File: src/rtl/udm_pkg.sv
// Shared types and constants for the sequential UDM multiplier.
// Used by udm_digit_mult (UDM_SEQ_EXACT_EN selects exact digits) and udm_seq_mult_ctrl.
package udm_pkg;

    typedef enum logic [1:0] {
        ST_IDLE,
        ST_RUN,
        ST_DONE
    } udm_state_e;

    localparam int UDM_DIGIT_W = 2;
    localparam int UDM_PP_W    = 4;

endpackage

File: src/rtl/udm_digit_mult.sv
// Combinational 2x2 digit product; approximate UDM rule by default,
// exact product when UDM_SEQ_EXACT_EN is defined.
module udm_digit_mult
    import udm_pkg::*;
(
    input  logic [UDM_DIGIT_W-1:0] a,
    input  logic [UDM_DIGIT_W-1:0] b,
    output logic [UDM_PP_W-1:0]    z
);

`ifdef UDM_SEQ_EXACT_EN
    assign z = UDM_PP_W'(a) * UDM_PP_W'(b);
`else
    // 3x3 collapses to 7; every other pair is exact
    assign z = {1'b0,
                a[1] & b[1],
                (a[1] & b[0]) | (a[0] & b[1]),
                a[0] & b[0]};
`endif

endmodule

File: src/rtl/udm_seq_mult_ctrl.sv
// Sequencer building an OP_WIDTH x OP_WIDTH product from one shared 2x2 digit multiplier.
// Digit arithmetic is exact when UDM_SEQ_EXACT_EN is defined, UDM-approximate otherwise.
module udm_seq_mult_ctrl
    import udm_pkg::*;
#(
    parameter int OP_WIDTH = 8
) (
    input  logic                  clk,
    input  logic                  rst,
    input  logic                  in_valid,
    output logic                  in_ready,
    input  logic [OP_WIDTH-1:0]   in_a,
    input  logic [OP_WIDTH-1:0]   in_b,
    output logic                  out_valid,
    input  logic                  out_ready,
    output logic [2*OP_WIDTH-1:0] out_prod,
    output logic                  busy
);

    localparam int ND = OP_WIDTH / UDM_DIGIT_W;
    localparam int IW = (ND > 1) ? $clog2(ND) : 1;
    localparam int PW = 2 * OP_WIDTH;
    localparam logic [IW-1:0] IDX_LAST = IW'(ND - 1);

    udm_state_e            state;
    logic [OP_WIDTH-1:0]   a_q;
    logic [OP_WIDTH-1:0]   b_q;
    logic [PW-1:0]         acc;
    logic [IW-1:0]         i;
    logic [IW-1:0]         j;

    logic [UDM_DIGIT_W-1:0] a_dig;
    logic [UDM_DIGIT_W-1:0] b_dig;
    logic [UDM_PP_W-1:0]    pp;
    logic [PW-1:0]          pp_ext;
    logic [PW-1:0]          term;

    assign a_dig  = a_q[i*UDM_DIGIT_W +: UDM_DIGIT_W];
    assign b_dig  = b_q[j*UDM_DIGIT_W +: UDM_DIGIT_W];
    assign pp_ext = {{(PW-UDM_PP_W){1'b0}}, pp};
    assign term   = pp_ext << (UDM_DIGIT_W * (int'(i) + int'(j)));

    udm_digit_mult u_dmul (
        .a (a_dig),
        .b (b_dig),
        .z (pp)
    );

    always_ff @(posedge clk) begin
        if (rst) begin
            state     <= ST_IDLE;
            in_ready  <= 1'b1;
            out_valid <= 1'b0;
            busy      <= 1'b0;
            out_prod  <= '0;
            a_q       <= '0;
            b_q       <= '0;
            acc       <= '0;
            i         <= '0;
            j         <= '0;
        end else begin
            unique case (state)
                ST_IDLE: begin
                    if (in_valid) begin
                        a_q      <= in_a;
                        b_q      <= in_b;
                        acc      <= '0;
                        i        <= '0;
                        j        <= '0;
                        in_ready <= 1'b0;
                        busy     <= 1'b1;
                        state    <= ST_RUN;
                    end
                end
                ST_RUN: begin
                    acc <= acc + term;
                    if (j == IDX_LAST) begin
                        j <= '0;
                        if (i == IDX_LAST) begin
                            state <= ST_DONE;
                        end else begin
                            i <= i + 1'b1;
                        end
                    end else begin
                        j <= j + 1'b1;
                    end
                end
                ST_DONE: begin
                    // Publish the sum one cycle after the last pair lands
                    if (!out_valid) begin
                        out_valid <= 1'b1;
                        out_prod  <= acc;
                    end else if (out_ready) begin
                        out_valid <= 1'b0;
                        in_ready  <= 1'b1;
                        busy      <= 1'b0;
                        state     <= ST_IDLE;
                    end
                end
                default: begin
                    state <= ST_IDLE;
                end
            endcase
        end
    end

endmodule
File: config.mk
export PLATFORM = sky130hd
export DESIGN_NAME = udm_seq_mult_ctrl
export DESIGN_NICKNAME = d
export VERILOG_FILES = /design/src/rtl/udm_pkg.sv /design/src/rtl/udm_digit_mult.sv /design/src/rtl/udm_seq_mult_ctrl.sv
export SDC_FILE = /design/constraint.sdc
export NUM_CORES = 1
export LEC_CHECK = 0
export ABC_AREA = 0
export BUFFER_PORTS_ARGS = -buffer_cell sky130_fd_sc_hd__buf_2
export CAP_MARGIN = 5
export CORE_MARGIN = 10
export CORE_UTILIZATION = 58
export CTS_CLUSTER_DIAMETER = 30
export DETAILED_ROUTE_END_ITERATION = 7
export PLACE_DENSITY = 0.9
export SETUP_SLACK_MARGIN = 0.2
export SLEW_MARGIN = 5
export SYNTH_ARGS = -nofsm -noshare
export SYNTH_HDL_FRONTEND = slang
export SYNTH_SLANG_ARGS = --single-unit
File: constraint.sdc
create_clock -name clk -period 4.4 [get_ports clk]
set_input_delay 0.44 -clock clk [delete_from_list [all_inputs] [get_ports clk]]
set_output_delay 0.44 -clock clk [all_outputs]
set_load 0.01 [all_outputs]
# After elaboration in Yosys (flattened, before gate mapping)
# Index checks and enable logic that the tools add are counted.
# word_totals
ff_bits	57
input_bits	20
out_inout_bits	19
# op_classes
n_addsub	4
n_eq_ne	10
shift	3
mux	24
bitwise	6
reduce_logical	9
# ops
cell	n
16-bit case mux with 2 select lines	1
2-bit two-way mux	9
16-bit adder	1
16-bit two-way mux	1
8-bit by 4-bit variable part select with 2-bit output	2
3-bit by 4-bit << shifter with 16-bit output	1
2-bit inequality test, second input constant	6
1-bit two-way mux	8
2-bit case mux with 2 select lines	2
4-bit AND reduction	2
2-bit equality test, second input constant	3
2-bit case mux with 3 select lines	1
2-bit AND reduction	3
5-bit AND reduction	1
2-bit by 1-bit adder with 2-bit output, second input constant	2
1-bit AND	4
1-bit case mux with 2 select lines	2
2-bit nonzero test	2
2-bit by 2-bit adder with 3-bit output	1
2-bit by 1-bit equality test with 1-bit output, second input constant	1
2-bit zero test	1
1-bit NOT	1
1-bit OR	1

# Longest topological paths before layout
# Gate-level depths: netlist (run 1).
# depth
ltp_word	6
ltp_mapped	13
ltp_nobuf	13

# Cells and area by module
# A second synthesis (run 1) with hierarchy kept.
# unflattened
cells_unflattened	394
area_unflattened_um2	3195.6
# by_module_without_submodules
mod	instances	cells_each	area_each_um2
udm_seq_mult_ctrl	1	389	3161.8
udm_digit_mult	1	5	33.8

# Least setup slack after synthesis (run 1)
# No wires, ideal clock.
# synth_path
path_kind	reg2reg
startpoint	register i[0]
endpoint	register acc[14]
arrival_time_ps	2954
path_slack_ps	1330
path_stages_with_launch	14
n_path_buf	0
period_less_slack_ps	3070
cell_sequence	dfxtp_1 ha_1 inv_1 fa_1 nand2_1 nor2_1 ha_1 fa_1 a211oi_1 o21ai_1 a31oi_1 o21ai_1 xor2_1 a22o_1
# synth_via
elab_chain_len	6
elab_cells_between_ends	10
cone_classes	add/sub: 2; shift: 2; mux: 1; bitwise: 5
# synth_rtl
element	line_no	text
start: declaration	udm_seq_mult_ctrl.sv:29	logic [IW-1:0] i;
start signal: assignment	udm_seq_mult_ctrl.sv:82	i <= i + 1'b1;
8-bit by 4-bit variable part select with 2-bit output	udm_seq_mult_ctrl.sv:38	assign a_dig = a_q[i*UDM_DIGIT_W +: UDM_DIGIT_W];
1-bit AND	udm_digit_mult.sv:17	(a[1] & b[0]) | (a[0] & b[1]),
1-bit OR	udm_digit_mult.sv:17	
3-bit by 4-bit << shifter with 16-bit output *	udm_seq_mult_ctrl.sv:41	assign term = pp_ext << (UDM_DIGIT_W * (int'(i) + int'(j)));
16-bit adder *	udm_seq_mult_ctrl.sv:76	acc <= acc + term;
16-bit case mux with 2 select lines *	udm_seq_mult_ctrl.sv:62	unique case (state)
end signal: assignment	udm_seq_mult_ctrl.sv:76	
end: declaration	udm_seq_mult_ctrl.sv:28	logic [PW-1:0] acc;
# Mark *: on every way between the ends. The rest lies on a longest branch, timed or not.
# A chain may end at the register's enable or synchronous reset.

# Worst setup path in the final report (run 1)
# Ends and elaborated chain as after synthesis.

==> out/summary.txt, run 1 <==
post-route ant nets: 0
HPWL after DPL: 5.078 mm
crit-path max FO: 6
Fin Clk Skew: 0.002113 ns
kind of critical path: flop to flop
share of cells above drive strength 1: 0.1785
max-cap violation count: 0
post-synthesis adder-cell area fraction: 0.08685
pre-CTS setup slack: 0.9427 ns
max_slew headroom: 0.2857
Synth Area in Compound Gates: 0.2175
final-layout fill cell count: 421
DRC viols: 0
ant diodes: 0
io pins: 39
Vias/cell: 5.585
Reg clk slew, reported paths: 0.06 ns
Die H: 92.57 microns
Ys Warns: 0
commonest non-fill, non-tap cell in the layout: nand2_1
drt wl/cell: 14.30 microns
first-pass GRT wire length: 11.76 mm
final wirelength: 6.850 mm
Hold-fix buffers, CTS: 0
CP Launch Type: flop
Starting Density: 0.5980
first-pass detailed-route iteration total: 4
Final Hold Vio Count: 0
Initial DRC Count: 154
area taken by multi-input logic gates: 1821 sq um
GR Overflow Total: 0
sequential area share after synthesis: 0.3736
CTS tree: built
WHS: 0.3373 ns
clk_lat worst skew: 0.34 ns
die width: 92.57 microns
total clock buffers created by CTS: 9
synthesized area: 3054 sq um
Synth Instances: 372
post-layout min period: 3.511 ns
flop2flop setup slack: 0.89 ns
FMAX: 284.8 MHz
clk sink count: 57
clock root buffer: clkbuf_8
Setup TNS: 0 ns
Avg Cell Area, Syn: 8.210 sq um
Seq cells post-synth: 57
Die Area: 8568 sq um
Reg area: 1141 sq um
# rows: 26
Final nets: 444
Clock Tree Buf Depth: 2
standby leakage power: 1.490 nW
Core ar.: 5107 sq um
ys flop type: dfxtp_1
H-tree Lvls: 3
post-route clock period utilization: 0.7979
class of the tightest hold or removal check: primary input to flop
post-CTS sizing: 0
CP required: 4.63 ns
RSZ-0062 raised after global routing: false
Setup Fix Bufs, Post-CTS: 0
gpl congestion: 0.9315
syn_nets: 412
worst path arrival time: 3.74 ns
Peak VDD IR: 0.0002488 V
most frequent cells in the layout: nand2_1, dfxtp_1, a21oi_1
PnR worst setup slack: 0.8890 ns
post-synthesis async set-or-reset flop share: 0
Vias: 2675
number of synthesized flops with an enable pin: 0
largest net degree at the start of global routing: 51
Slew @ Worst Pin: 1.067 ns
port bufs: 38
Post-Synth Simple-Gate Area: 0.2204
initial antenna violation count: 0
Tot GR Track Use: 0.1678
main combinational cell family by area after synthesis: simple AND/OR/NAND/NOR gates
outcome: completed
crit path capture type: flop
fin. max-slew vios: 0
setup violators final: 0
area grow syn2layout: 14.87%
P per Cell Area: 344.2 nW/um^2
vias in the first global route: 2587
synth unique cells: 48
mux contribution to synthesized area: 0.03687
post-synthesis xor/xnor area fraction: 0.03441
cells in the mapped netlist, types with 5 or more instances:
| master | instances | area [sq um] |
|---|---|---|
| o21ai_0 | 7 | 35.03 |
| ha_1 | 18 | 225.2 |
| nand2b_1 | 8 | 50.05 |
| inv_1 | 7 | 26.28 |
| nor2_1 | 31 | 116.4 |
| a21o_1 | 6 | 45.04 |
| clkbuf_1 | 14 | 52.55 |
| xnor2_1 | 7 | 61.31 |
| xor2_1 | 5 | 43.79 |
| a22o_1 | 9 | 78.83 |
| a21oi_1 | 51 | 255.2 |
| nand2_1 | 83 | 311.6 |
| nand3_1 | 8 | 40.04 |
| dfxtp_1 | 57 | 1141 |
stage by stage:
step | area [sq um] | utilization | cells | power (mW)
after global placement | 3266 | 0.6394 | 463 | 0.6221
after floorplan | 3054 | - | 372 | 0.6028
after global routing | 3508 | 0.6869 | 479 | 1.257
after detailed placement | 3266 | 0.6394 | 463 | 0.6247
after CTS | 3508 | 0.6869 | 479 | 1.216
final | 3508 | 0.6869 | 479 | 1.208
final cells by class:
type,instances,share of cell area
Multi-Input combinational cell,291,0.5189
Sequential cell,57,0.3252
Timing Repair Buffer,38,0.05421
Clock buffer,10,0.03923
Clock inverter,6,0.02996
Tap cell,70,0.02496
Inverter,7,0.007489
state kept, by name, indices dropped and copies added (netlist names), 2 cells and up:
register	cells
a_q	8
acc	16
b_q	8
i	2
j	2
out_prod	16
state	2
worst max-delay path, cell delays in order (launching register included):
cell	delay, ns
dfxtp_1	0.50
ha_1	0.20
inv_1	0.05
fa_1	0.50
nand2_1	0.16
nor2_1	0.06
ha_1	0.22
fa_1	0.43
a211oi_1	0.39
o21ai_1	0.17
a31oi_1	0.26
o21ai_1	0.13
xor2_1	0.15
a22o_1	0.17
path summary, 6_finish.rpt:
kind,from,endpoint,cells past startpoint
worst max-delay path,i[0],acc[14],13
worst min-delay path,in_b[0],b_q[0],3
worst max register to register,i[0],acc[14],13
worst min register to register,out_prod[9],out_prod[9],2
routing by layer:
layer  track usage  wire length (microns)  vias up
met5             0                      0        -
met1        0.1889                   3016     1222
met2        0.2818                   3249       64
met3       0.05488                    338       25
met4       0.07841                    244        0
li1              -                      -     1364
power by group:
| part | internal [mW] | switching, mW | leakage [nW] | total, mW |
|---|---|---|---|---|
| registers | 0.529 | 0.0102 | 0.463 | 0.540 |
| logic | 0.0276 | 0.0470 | 0.901 | 0.0746 |
| clock network | 0.388 | 0.205 | 0.126 | 0.593 |
cells by family after synthesis:
family	Yosys count
simple gates	150
compound gates	103
flops	57
buf+inv	24
fa+ha+maj	20
xor+xnor	12
mux	6
No activity file was read; power rests on OpenSTA's default activity.
==> inputs of run 2 (changes only) <==
--- a/config.mk
+++ b/config.mk
@@ -9,10 +9,10 @@
 export BUFFER_PORTS_ARGS = -buffer_cell sky130_fd_sc_hd__buf_2
 export CAP_MARGIN = 5
 export CORE_MARGIN = 10
-export CORE_UTILIZATION = 58
+export CORE_UTILIZATION = 52
 export CTS_CLUSTER_DIAMETER = 30
 export DETAILED_ROUTE_END_ITERATION = 7
-export PLACE_DENSITY = 0.9
+export PLACE_DENSITY = 0.86
 export SETUP_SLACK_MARGIN = 0.2
 export SLEW_MARGIN = 5
 export SYNTH_ARGS = -nofsm -noshare
==> constraint.sdc (replaced) <==
create_clock -name clk -period 3.1 [get_ports clk]
set_input_delay 0.31 -clock clk [delete_from_list [all_inputs] [get_ports clk]]
set_output_delay 0.31 -clock clk [all_outputs]
set_load 0.01 [all_outputs]
==> out/summary.txt, run 2 (synthesis gave the netlist of run 1 again) <==
outcome: finished with violations (was completed)
failing checks: setup timing
post-route clock period utilization: 1.015 (was 0.7979)
H-tree Lvls: 3 (unchanged)
most frequent cells in the layout: nand2_1, dfxtp_1, a21oi_1 (unchanged)
Core ar.: 5608 sq um (was 5107 sq um)
total power: 1.635 mW (was 1.208 mW)
Hold-fix buffers, CTS: 0 (unchanged)
clock root buffer: clkbuf_8 (unchanged)
pre-CTS setup slack: -0.1820 ns (was 0.9427 ns)
ant diodes: 0 (unchanged)
clk sink count: 57 (unchanged)
max-cap violation count: 0 (unchanged)
die width: 96.64 microns (was 92.57 microns)
initial antenna violation count: 0 (unchanged)
largest net degree at the start of global routing: 51 (unchanged)
Initial DRC Count: 167 (was 154)
drt wl/cell: 16.34 microns (was 14.30 microns)
class of the tightest hold or removal check: primary input to flop (unchanged)
Reg clk slew, reported paths: 0.07 ns (was 0.06 ns)
post-route ant nets: 0 (unchanged)
standby leakage power: 1.691 nW (was 1.490 nW)
kind of critical path: flop to flop (unchanged)
CP required: 3.33 ns (was 4.63 ns)
Die H: 96.64 microns (was 92.57 microns)
max_slew headroom: 0.3777 (was 0.2857)
Starting Density: 0.5446 (was 0.5980)
CP Launch Type: flop (unchanged)
crit-path max FO: 4 (was 6)
share of cells above drive strength 1: 0.3589 (was 0.1785)
P per Cell Area: 400.4 nW/um^2 (was 344.2 nW/um^2)
Final nets: 478 (was 444)
CTS tree: built (unchanged)
post-layout min period: 3.145 ns (was 3.511 ns)
Tot GR Track Use: 0.1593 (was 0.1678)
worst path arrival time: 3.38 ns (was 3.74 ns)
crit path capture type: flop (unchanged)
DRC viols: 0 (unchanged)
Final Hold Vio Count: 0 (unchanged)
critical-path cell list: mux4_2 > buf_6 > a22oi_2 > or2_4 > nor2_2 > fa_2 > a211oi_4 > o21ai_2 > a31oi_4 > o21ai_2 > xor2_1 > a22o_1 (was ha_1 > inv_1 > fa_1 > nand2_1 > nor2_1 > ha_1 > fa_1 > a211oi_1 > o21ai_1 > a31oi_1 > o21ai_1 > xor2_1 > a22o_1)
port bufs: 38 (unchanged)
total clock buffers created by CTS: 9 (unchanged)
Fin Clk Skew: 0.008316 ns (was 0.002113 ns)
HPWL after DPL: 5.327 mm (was 5.078 mm)
final-layout fill cell count: 410 (was 421)
io pins: 39 (unchanged)
FMAX: 317.9 MHz (was 284.8 MHz)
most frequent CP cell: o21ai_2
WHS: 0.1945 ns (was 0.3373 ns)
Vias/cell: 5.738 (was 5.585)
GR met1 Demand/Resource: 0.1689 (was 0.1889)
met3 Track Usage GR: 0.05039 (was 0.05488)
Clock Tree Buf Depth: 2 (unchanged)
delay of the slowest cell on the worst path: 0.56 ns (was 0.50 ns)
RSZ-0062 raised after global routing: true (was false)
GR Overflow Total: 0 (unchanged)
Peak VDD IR: 0.0003384 V (was 0.0002488 V)
area grow syn2layout: 33.72% (was 14.87%)
commonest non-fill, non-tap cell in the layout: nand2_1 (unchanged)
Slowest cell on crit path: mux4_2 (was dfxtp_1)
clk_lat worst skew: 0.35 ns (was 0.34 ns)
Vias: 2955 (was 2675)
Setup TNS: -0.06993 ns (was 0 ns)
vias in the first global route: 2799 (was 2587)
met2 capacity usage during global routing: 0.2868 (was 0.2818)
family with the most delay on the worst path: compound AO/OA/AOI/OAI gates (was adder cells)
first-pass detailed-route iteration total: 4 (unchanged)
# rows: 27 (was 26)
first-pass GRT wire length: 12.87 mm (was 11.76 mm)
PnR worst setup slack: -0.04544 ns (was 0.8890 ns)
Slew @ Worst Pin: 0.9334 ns (was 1.067 ns)
fin. max-slew vios: 0 (unchanged)
setup violators final: 3 (was 0)
Die Area: 9339 sq um (was 8568 sq um)
final wirelength: 8.417 mm (was 6.850 mm)
GR peak layer: met2 (unchanged)
gpl congestion: 0.9425 (was 0.9315)
Largest regs: acc: 16 flops, out_prod: 16 flops (unchanged)
worst path bufs/invs: 1 (unchanged)
-- run 2: cell type report --
class | instances | area [sq um] | area share
multi-input cells | 291 | 2118 | 0.5187
repair buffers | 72 | 484.2 | 0.1186
well taps | 72 | 90.09 | 0.02206
clock inverters | 4 | 50.05 | 0.01225
inverters | 7 | 26.28 | 0.006434
flip-flops and latches | 57 | 1150 | 0.2816
clock buffers | 12 | 165.2 | 0.04044
-- run 2: worst min-delay path, cell delays in order --
cell	delay (ns)
buf_2	0.09
nand2_1	0.04
a21oi_1	0.05
-- run 2: metal layers --
metal | share of wire | vias up
met5 | 0 | -
met4 | 0.029 | 0
met3 | 0.049 | 26
met2 | 0.52 | 83
met1 | 0.40 | 1417
li1 | - | 1429
-- run 2: final timing paths --
path	from	end	slack (ns)	cells after the start
hold reg to reg	out_prod[7]	out_prod[7]	0.45	2
hold / removal	in_a[5]	a_q[5]	0.19	3
setup / recovery	i[0]	acc[14]	-0.05	12
setup reg to reg	i[0]	acc[14]	-0.05	12
-- run 2: where the power goes --
| part | internal (mW) | switching [mW] | leakage (nW) |
|---|---|---|---|
| Combinational | 0.0549 | 0.0776 | 1.12 |
| Clock | 0.435 | 0.303 | 0.105 |
| Sequential | 0.750 | 0.0144 | 0.465 |
| Total | 1.24 | 0.395 | 1.69 |
-- run 2: what timing repair did --
item | in CTS | in global routing
resized for setup | 22 | 50
setup endpoints to repair | 9 | 12
pin swaps | 21 | 33
cloned | 0 | 0
endpoints found under the hold margin | 0 | 0
buffers inserted | 8 | 12
-- run 2: metrics by stage --
step	instance area, sq um	util	instances
after floorplan	3068	-	372
after global placement	3387	0.6040	479
after detailed placement	3387	0.6040	479
after CTS	3757	0.6700	503
after global routing	4084	0.7282	515
final	4084	0.7282	515
